`config.mk`:
```
export PLATFORM = sky130hd
export DESIGN_NAME = fofb_readout_sequencer_flat
export DESIGN_NICKNAME = d
export VERILOG_FILES = /design/src/rtl/fofb_readout_sequencer_if.sv /design/src/rtl/fofb_readout_sequencer.sv /design/src/flat_wrapper.sv
export SDC_FILE = /design/constraint.sdc
export NUM_CORES = 1
export LEC_CHECK = 0
export CAP_MARGIN = 15
export CORE_MARGIN = 2
export CORE_UTILIZATION = 53
export DETAILED_ROUTE_END_ITERATION = 10
export PLACE_DENSITY = 0.85
export RECOVER_POWER = 100
export SYNTH_ARGS = -nofsm -noshare
export SYNTH_HDL_FRONTEND = slang
export SYNTH_SLANG_ARGS = --single-unit
```
`constraint.sdc`:
```
create_clock -name sysClk -period 17.45 [get_ports sysClk]
set_input_delay 2.6175 -clock sysClk [delete_from_list [all_inputs] [get_ports sysClk]]
set_output_delay 2.6175 -clock sysClk [all_outputs]
set_load 0.01 [all_outputs]
```
`src/rtl/fofb_readout_sequencer_if.sv`:
```
// Stream and microBlaze read-port bundle of the FOFB readout sequencer.
interface fofb_readout_sequencer_if #(
    parameter int IDX_W  = 9,
    parameter int DATA_W = 96
);
    // Stream: one transfer on every rising edge where outValid && outReady; while outValid is high
    // and outReady low, outIndex/outData hold. uB: uBreq/uBaddr are held until the one-cycle uBack,
    // and uBdata/uBpresent are valid on the uBack cycle and stay put afterwards.
    logic [IDX_W-1:0]  outIndex;
    logic [DATA_W-1:0] outData;
    logic              outValid;
    logic              outReady;
    logic              uBreq;
    logic [IDX_W-1:0]  uBaddr;
    logic              uBack;
    logic [DATA_W-1:0] uBdata;
    logic              uBpresent;

    modport master (
        output outIndex, outData, outValid, uBack, uBdata, uBpresent,
        input  outReady, uBreq, uBaddr
    );
    modport slave (
        input  outIndex, outData, outValid, uBack, uBdata, uBpresent,
        output outReady, uBreq, uBaddr
    );
endinterface

```
`src/rtl/fofb_readout_sequencer.sv`:
```
// Shares the single FOFB readout memory read port between the per-frame stream scan and uB reads.
// Optional statistics counters are built when READOUT_SEQ_STATS_EN is defined.
module fofb_readout_sequencer #(
    parameter int FOFB_INDEX_WIDTH = 9,
    parameter int DATA_WIDTH       = 96,
    parameter int UB_MAX_WAIT      = 8
) (
    input  logic                        sysClk,
    input  logic                        sysResetN,
    input  logic                        readoutActive,
    input  logic                        readoutValid,
    output logic [FOFB_INDEX_WIDTH-1:0] ramAddress,
    input  logic [DATA_WIDTH-1:0]       ramData,
    input  logic                        ramPresent,
    fofb_readout_sequencer_if.master    bus,
    output logic                        frameDone,
    output logic                        busy,
    output logic [1:0]                  dbgState
`ifdef READOUT_SEQ_STATS_EN
    ,
    output logic [15:0]                 statFrames,
    output logic [7:0]                  statAborts,
    output logic [FOFB_INDEX_WIDTH:0]   statPresent
`endif
);

    typedef enum logic [1:0] {
        ST_IDLE    = 2'd0,
        ST_SCAN    = 2'd1,
        ST_DRAIN   = 2'd2,
        ST_WAITLOW = 2'd3
    } state_e;

    localparam logic [FOFB_INDEX_WIDTH-1:0] LAST_ADDR   = '1;
    localparam logic [7:0]                  UB_WAIT_MAX = 8'(UB_MAX_WAIT);

    state_e                        state_q, state_d;
    logic [FOFB_INDEX_WIDTH-1:0]   scan_addr_q, scan_addr_d;
    logic                          frame_lvl_q;
    logic                          frame_start_q;
    logic                          frame_done_q, frame_done_d;

    logic                          rd_vld_q;
    logic                          rd_ub_q;
    logic [FOFB_INDEX_WIDTH-1:0]   rd_idx_q;

    logic [FOFB_INDEX_WIDTH-1:0]   fifo_idx_q  [2];
    logic [DATA_WIDTH-1:0]         fifo_data_q [2];
    logic                          wr_ptr_q, rd_ptr_q;
    logic [1:0]                    count_q;

    logic [7:0]                    ub_wait_q;
    logic [DATA_WIDTH-1:0]         ub_data_q;
    logic                          ub_present_q;

    logic                          abort;
    logic                          scan_ret, ub_ret;
    logic                          push, pop;
    logic                          fifo_valid;
    logic [1:0]                    occ_after;
    logic                          fifo_room;
    logic                          ub_pending, ub_grant, scan_issue;

    assign abort      = readoutActive && (state_q == ST_SCAN || state_q == ST_DRAIN);
    assign scan_ret   = rd_vld_q && !rd_ub_q;
    assign ub_ret     = rd_vld_q && rd_ub_q;
    assign fifo_valid = (count_q != 2'd0);
    assign push       = scan_ret && ramPresent && !abort;
    assign pop        = fifo_valid && bus.outReady;

    // Room is judged on occupancy after this cycle's pop so that a held-high outReady sustains one entry per cycle.
    assign occ_after  = count_q - {1'b0, pop} + {1'b0, scan_ret};
    assign fifo_room  = (occ_after < 2'd2);

    // uBreq stays high through the uBack cycle, so a returning uB read blocks a second grant.
    assign ub_pending = bus.uBreq && !ub_ret;
    assign ub_grant   = ub_pending &&
                        (state_q != ST_SCAN || !fifo_room || ub_wait_q >= UB_WAIT_MAX || abort);
    assign scan_issue = (state_q == ST_SCAN) && !abort && fifo_room && !ub_grant;
    assign ramAddress = ub_grant ? bus.uBaddr : scan_addr_q;

    always_comb begin
        state_d      = state_q;
        scan_addr_d  = scan_addr_q;
        frame_done_d = 1'b0;
        case (state_q)
            ST_IDLE: begin
                if (frame_start_q) begin
                    state_d     = ST_SCAN;
                    scan_addr_d = '0;
                end
            end
            ST_SCAN: begin
                if (abort) begin
                    state_d = ST_IDLE;
                end else if (scan_issue) begin
                    scan_addr_d = scan_addr_q + FOFB_INDEX_WIDTH'(1);
                    if (scan_addr_q == LAST_ADDR) state_d = ST_DRAIN;
                end
            end
            ST_DRAIN: begin
                if (abort) begin
                    state_d = ST_IDLE;
                end else if (!scan_ret && count_q == 2'd0) begin
                    frame_done_d = 1'b1;
                    state_d      = ST_WAITLOW;
                end
            end
            ST_WAITLOW: begin
                if (!readoutValid || readoutActive) state_d = ST_IDLE;
            end
            default: state_d = ST_IDLE;
        endcase
    end

    always_ff @(posedge sysClk) begin
        if (!sysResetN) begin
            state_q       <= ST_IDLE;
            scan_addr_q   <= '0;
            frame_lvl_q   <= 1'b0;
            frame_start_q <= 1'b0;
            frame_done_q  <= 1'b0;
            rd_vld_q      <= 1'b0;
            rd_ub_q       <= 1'b0;
            rd_idx_q      <= '0;
            wr_ptr_q      <= 1'b0;
            rd_ptr_q      <= 1'b0;
            count_q       <= 2'd0;
            ub_wait_q     <= 8'd0;
            ub_data_q     <= '0;
            ub_present_q  <= 1'b0;
        end else begin
            state_q       <= state_d;
            scan_addr_q   <= scan_addr_d;
            frame_lvl_q   <= readoutValid && !readoutActive;
            frame_start_q <= readoutValid && !readoutActive && !frame_lvl_q;
            frame_done_q  <= frame_done_d;
            rd_vld_q      <= ub_grant || scan_issue;
            rd_ub_q       <= ub_grant;
            rd_idx_q      <= scan_addr_q;

            if (ub_grant) begin
                ub_wait_q <= 8'd0;
            end else if (!bus.uBreq) begin
                ub_wait_q <= 8'd0;
            end else if (ub_pending && ub_wait_q < UB_WAIT_MAX) begin
                ub_wait_q <= ub_wait_q + 8'd1;
            end

            if (ub_ret) begin
                ub_data_q    <= ramData;
                ub_present_q <= ramPresent;
            end

            if (abort) begin
                wr_ptr_q <= 1'b0;
                rd_ptr_q <= 1'b0;
                count_q  <= 2'd0;
            end else begin
                if (push) wr_ptr_q <= !wr_ptr_q;
                if (pop)  rd_ptr_q <= !rd_ptr_q;
                count_q <= count_q + {1'b0, push} - {1'b0, pop};
            end
        end
    end

    // FIFO storage needs no reset: the head is only visible while the occupancy count is non-zero.
    always_ff @(posedge sysClk) begin
        if (push) begin
            fifo_idx_q[wr_ptr_q]  <= rd_idx_q;
            fifo_data_q[wr_ptr_q] <= ramData;
        end
    end

    assign bus.outValid  = fifo_valid;
    assign bus.outIndex  = fifo_valid ? fifo_idx_q[rd_ptr_q]  : '0;
    assign bus.outData   = fifo_valid ? fifo_data_q[rd_ptr_q] : '0;
    assign bus.uBack     = ub_ret;
    assign bus.uBdata    = ub_ret ? ramData : ub_data_q;
    assign bus.uBpresent = ub_ret ? ramPresent : ub_present_q;
    assign frameDone     = frame_done_q;
    assign busy          = (state_q != ST_IDLE);
    assign dbgState      = state_q;

`ifdef READOUT_SEQ_STATS_EN
    logic [15:0]                 stat_frames_q;
    logic [7:0]                  stat_aborts_q;
    logic [FOFB_INDEX_WIDTH:0]   stat_present_q;
    logic [FOFB_INDEX_WIDTH:0]   cur_present_q;

    always_ff @(posedge sysClk) begin
        if (!sysResetN) begin
            stat_frames_q  <= 16'd0;
            stat_aborts_q  <= 8'd0;
            stat_present_q <= '0;
            cur_present_q  <= '0;
        end else begin
            if (frame_done_d) begin
                stat_frames_q  <= stat_frames_q + 16'd1;
                stat_present_q <= cur_present_q;
            end
            if (abort && stat_aborts_q != 8'hFF) stat_aborts_q <= stat_aborts_q + 8'd1;
            if (state_q == ST_IDLE) begin
                cur_present_q <= '0;
            end else if (push) begin
                cur_present_q <= cur_present_q + (FOFB_INDEX_WIDTH + 1)'(1);
            end
        end
    end

    assign statFrames  = stat_frames_q;
    assign statAborts  = stat_aborts_q;
    assign statPresent = stat_present_q;
`endif

endmodule

```
`src/flat_wrapper.sv`:
```
// flat-port wrapper written by rule: the top's interface ports become plain ports
module fofb_readout_sequencer_flat 
#(
    parameter int FOFB_INDEX_WIDTH = 9,
    parameter int DATA_WIDTH       = 96,
    parameter int UB_MAX_WAIT      = 8
)
  (sysClk, sysResetN, readoutActive, readoutValid, ramAddress, ramData, ramPresent, frameDone, busy, dbgState, bus_outIndex, bus_outData, bus_outValid, bus_uBack, bus_uBdata, bus_uBpresent, bus_outReady, bus_uBreq, bus_uBaddr);
  fofb_readout_sequencer_if bus_i ();
  input  logic sysClk;
  input  logic sysResetN;
  input  logic readoutActive;
  input  logic readoutValid;
  output logic [FOFB_INDEX_WIDTH-1:0] ramAddress;
  input  logic [DATA_WIDTH-1:0] ramData;
  input  logic ramPresent;
  output logic frameDone;
  output logic busy;
  output logic [1:0] dbgState;
  output wire logic [$bits(bus_i.outIndex)-1:0] bus_outIndex;
  output wire logic [$bits(bus_i.outData)-1:0] bus_outData;
  output wire logic [$bits(bus_i.outValid)-1:0] bus_outValid;
  output wire logic [$bits(bus_i.uBack)-1:0] bus_uBack;
  output wire logic [$bits(bus_i.uBdata)-1:0] bus_uBdata;
  output wire logic [$bits(bus_i.uBpresent)-1:0] bus_uBpresent;
  input wire logic [$bits(bus_i.outReady)-1:0] bus_outReady;
  input wire logic [$bits(bus_i.uBreq)-1:0] bus_uBreq;
  input wire logic [$bits(bus_i.uBaddr)-1:0] bus_uBaddr;
  assign bus_outIndex = bus_i.outIndex;
  assign bus_outData = bus_i.outData;
  assign bus_outValid = bus_i.outValid;
  assign bus_uBack = bus_i.uBack;
  assign bus_uBdata = bus_i.uBdata;
  assign bus_uBpresent = bus_i.uBpresent;
  assign bus_i.outReady = bus_outReady;
  assign bus_i.uBreq = bus_uBreq;
  assign bus_i.uBaddr = bus_uBaddr;
  fofb_readout_sequencer #(.FOFB_INDEX_WIDTH(FOFB_INDEX_WIDTH), .DATA_WIDTH(DATA_WIDTH), .UB_MAX_WAIT(UB_MAX_WAIT)) u_core (.sysClk(sysClk), .sysResetN(sysResetN), .readoutActive(readoutActive), .readoutValid(readoutValid), .ramAddress(ramAddress), .ramData(ramData), .ramPresent(ramPresent), .bus(bus_i), .frameDone(frameDone), .busy(busy), .dbgState(dbgState));
endmodule
```
# Yosys cells after proc, flatten, opt, wreduce, memory -nomap -nowiden
# Memories as Yosys holds them, arrays and structs flattened. A register that Yosys moved wholly into a read port is not among the register bits.
# Index checks and enable logic that the tools add are counted.
# word_totals
out_inout_bits	217
regBits	134
elab_cells	106
input_bits	112
mem_count	2
ram_bits	210
# mem_list
name	words	word_bits	read_ports	rd_clocked_by_memory_dff	write_ports	line_no	source
u_core.fifo_data_q	2	96	1	1	1	fofb_readout_sequencer.sv:48	logic [DATA_WIDTH-1:0] fifo_data_q [2];
u_core.fifo_idx_q	2	9	1	1	1	fofb_readout_sequencer.sv:47	logic [FOFB_INDEX_WIDTH-1:0] fifo_idx_q [2];
# classes
n_lt_le_gt_ge	3
eq_ne	12
n_addsub	6
n_reduce_logical	42
bitwise	3
n_mux	24
# ops
op	n
$mux W96	2
$mux W9	5
$pmux W9 S2	1
$logic_and A1 B1 Y1	15
$mux W2	7
$logic_not A1 Y1	11
$add A9 B1 Y9 const B	1
$eq A9 B9 Y1 const B	1
$add A8 B1 Y8 const B	1
$ge A8 B4 Y1 const B	1
$lt A8 B4 Y1 const B	1
$mux W1	8
$ne A2 B1 Y1 const B	4
$pmux W2 S4	1
$logic_or A1 B1 Y1	6
$ne A3 B2 Y1 const B	2
$reduce_bool A2 Y1	3
$reduce_or A3 Y1	2
$reduce_and A5 Y1	1
$add A2 B1 Y2	2
$eq A2 B2 Y1 const B	2
$logic_not A2 Y1	2
$reduce_and A4 Y1	1
$sub A2 B1 Y2	2
other kinds (6)	8

# Longest topological paths before layout
# logic_depth
ltp_word	15
mapped_depth	10
ltp_nobuf	9

# Worst setup path before layout
# No wires, ideal clock.
# synth_timing
path_type	in2reg
start	input readoutActive
end	memory u_core.fifo_data_q[0][0] (enable)
n_path_buf	0
setup_time_ps	582
arrival_time_ps	7632
stages	3
required_ps	16868
setup_slack_ps	9236
cell_sequence	nand2_1 and3_1 nor2b_1
# synth_between
elab_chain_cells	5
# synth_rtl
element	line_no	source
from (decl)	flat_wrapper.sv:12	input logic readoutActive;
$logic_and A1 B1 Y1	fofb_readout_sequencer.sv:64	assign abort = readoutActive && (state_q == ST_SCAN || state_q == ST_DRAIN);
$logic_not A1 Y1	fofb_readout_sequencer.sv:68	assign push = scan_ret && ramPresent && !abort;
$logic_and A1 B1 Y1	fofb_readout_sequencer.sv:68	
net u_core.push	fofb_readout_sequencer.sv:58	logic push, pop;
$mux W1	fofb_readout_sequencer.sv:169	if (push) begin
$mux W1 (not written as such)	fofb_readout_sequencer.sv:171	fifo_data_q[wr_ptr_q] <= ramData;
to (decl)	fofb_readout_sequencer.sv:48	
# The timed path passes the listed nets, and every way through them passes these cells.

==> flow_summary.ini <==
[run_status]
outcome = finished with violations
violations = max-capacitance violations, max-slew violations

[clock_network]
clock_sinks = 345
clock_latency_ns = 0.50
cts.clk_slew.worst_paths_ns = 0.06
numCtsBuffers = 35
holdBufCountCts = 0
cts_tree = yes
cts-htree-levels = 2
clockRootBuffer = clkbuf_16
ctsResizeCount = 0
postCtsSetupBuffers = 0
clock_path_buffers = 3

[drt]
drt-total-wl_mm = 30.8
first_pass_iters = 5
ant_nets = 0
post_drt_wl_per_cell_um = 18.9
vias = 8405
drc = 0
drt_iter0_drc = 536
viasPerCell = 5.16

[sta]
min_period_over_period_pct = 57.2
finalMaxSlewViolations = 518
whs_ns = 0.397
finalWorstSetupSlack_ns = 7.47
post-route-min-period_ns = 9.98
finalSetupTns_ns = 0
slew_headroom_pct = -215
finalSetupViolCount = 0
fmax_ghz = 0.100
fin_skew_ns = 0.0119
worst_pin_slew_ns = 4.72
rsz0062_at_grt = false
hold_violations = 0

[die]
core_um2 = 25000
die_h_um = 163
die-area_um2 = 26500
die_w_um = 163
initial_core_util_pct = 53.5
num_rows = 58
io_pins = 329

[setup_path]
worstPathRequired_ns = 14.83
crit_path_end_kind = output pin
worstSetupEndpoint = bus_outData[59]
reg2reg_from = u_core.dbgState[0]
reg2reg_depth = 6
critPathKind = flip-flop to output pin
reg2reg_slack_ns = 10.47
crit_fanout = 55
reg2reg_to = u_core.fifo_idx_q[1][0]
cp.arrival_ns = 7.36
start_kind = flip-flop

[yosys]
syn_inst = 944
synth_top_area_share_pct = 47.2
synthArstFlopShare_pct = 0
syn_area_um2 = 13400
yosys_warnings = 0
ys.flop_type = edfxtp_1
synth-xor-area-share_pct = 0.580
synth_top_family_by_area = multiplexers
synth.most_common_cell = edfxtp_1
yosys-top-cells-count = edfxtp_1 (210), dfxtp_1 (135), nor2_1 (120)
ys_seq_elements = 345
synth.area.mux_share_pct = 17.0
synth_cell_types = 45
synthAdderAreaFrac_pct = 0.936
synth_area_per_cell_um2 = 14.2
synth-edff-count = 210
postSynthNetCount = 1066
ys_top_cells_by_area = edfxtp_1 (47%), dfxtp_1 (20%), mux2_2 (8.9%)
synthSimpleGateAreaFrac_pct = 10.8
ys_seq_area_share_pct = 67.4
yosysTopAreaCell = edfxtp_1
synth_compound_area_share_pct = 1.40

[final_layout]
drive_gt1_share_pct = 10.3
design_area_um2 = 18000
final_util_pct = 72.0
synthToLayoutAreaGrowth_pct = 34.5
instances_no_fill = 1629
regArea_um2 = 9010
fillerInstances = 1683
nNetsFinal = 1390
multi_input_area_um2 = 4090

[place]
dp_hpwl_mm = 20.0
dp_cells = 1561
portBuffers = 328
gp_congestion = 0.819
place_ws_ns = 9.25
dpl-instance-area_um2 = 16900

[global_routing]
globalRouteOverflowTotal = 0
grt_pass1_vias = 8334
grt_first_pass_wirelength_mm = 46.3
grt_max_degree = 121
grt_antenna_before_repair = 7
grt_usage_pct = 22.6

[power]
total_power_mw = 2.40
p_leak_nw = 6.97
ir_drop_v = 0.0000869
power_density_nw_per_um2 = 134

[min_path]
min_path_type = flip-flop to flip-flop
holdPathStages = 1

[job]
drv_cap = 8
## how the worst min path moves through the flow
stage,from,slack (ns),endpoint
3_3_place_gp,u_core.frame_lvl_q,0.37,u_core.frame_start_q
5_1_grt,u_core.rd_idx_q[5],0.43,u_core.fifo_idx_q[1][5]
3_5_place_dp,u_core.frame_lvl_q,0.38,u_core.frame_start_q
6_report,u_core.frame_lvl_q,0.40,u_core.frame_start_q
4_1_cts,u_core.frame_lvl_q,0.40,u_core.frame_start_q
2_1_floorplan,u_core.frame_lvl_q,0.37,u_core.frame_start_q
## sequential cells by signal, indices dropped and copies added, names as in the netlist, 2 cells and up, named ones only
| name | flops |
|---|---|
| u_core.count_q | 2 |
| u_core.ub_wait_q | 8 |
| u_core.scan_addr_q | 9 |
| u_core.dbgState | 2 |
| u_core.ub_data_q | 96 |
| u_core.rd_idx_q | 9 |
| u_core.fifo_idx_q | 18 |
| u_core.fifo_data_q | 192 |
## cell type report
class / instances / share of cell area [%]
Timing Repair Buffer: 335 / 18.4
Sequential cell: 345 / 50.1
Antenna cell: 7 / 0.0974
Multi-Input combinational cell: 538 / 22.8
Inverter: 13 / 0.278
Tap cell: 330 / 2.30
Clock inverter: 15 / 0.515
Clock buffer: 46 / 5.51
## report_power, final
group	switching [mW]	total [mW]	internal [mW]
registers	0.0368	0.954	0.917
clock network	0.294	0.706	0.413
logic	0.378	0.742	0.364
total	0.708	2.40	1.69
## placed cells by master, fill, tap and decap left out, types with 2 or more instances in the layout
cell type and n:
and3_1 5, nand2_1 14, mux2i_1 108, edfxtp_1 210, ha_1 10, or4_1 3, clkinv_1 6, inv_1 12
and2_1 69, and2_0 43, dfxtp_1 135, a21oi_1 6, mux2_2 75, o21a_1 4, nor2_1 119, clkbuf_8 3
or3_1 5, clkinv_2 8, o21ai_0 4, xor2_1 3, a31oi_1 2, nand3_1 8, nor2b_1 4, clkbuf_1 12
dlygate4sd3_1 277, mux2_1 31, clkdlybuf4s50_1 50, o31ai_1 3, xnor2_1 5, buf_4 2, diode_2 7, clkbuf_16 37
## cells by family (layout without fill, tap and decap cells)
group,count (synthesis),after routing
buf+inv,61,409
simple gates,280,280
mux,214,214
flops,345,345
xor+xnor,8,8
compound gates,26,26
other cells,0,7
fa+ha+maj,10,10
## layer usage
metal  track usage, %  routed length [um]  share of wire [%]  vias to the layer above
li1                 -                   -                  -                     3991
met3             4.48                1650                5.4                       88
met2             38.9               15600                 51                      259
met4             10.1                1350                4.4                        0
met1             27.7               12200                 40                     4067
met5                0                   0                  0                        -
## worst max-delay path, stage by stage, from the launching register on
cell,delay (ns)
dfxtp_1,2.40
clkbuf_1,3.03
mux2i_1,0.47
nor2_1,0.28
dlygate4sd3_1,0.63
Note: power is estimated with default switching activity, not from simulation.
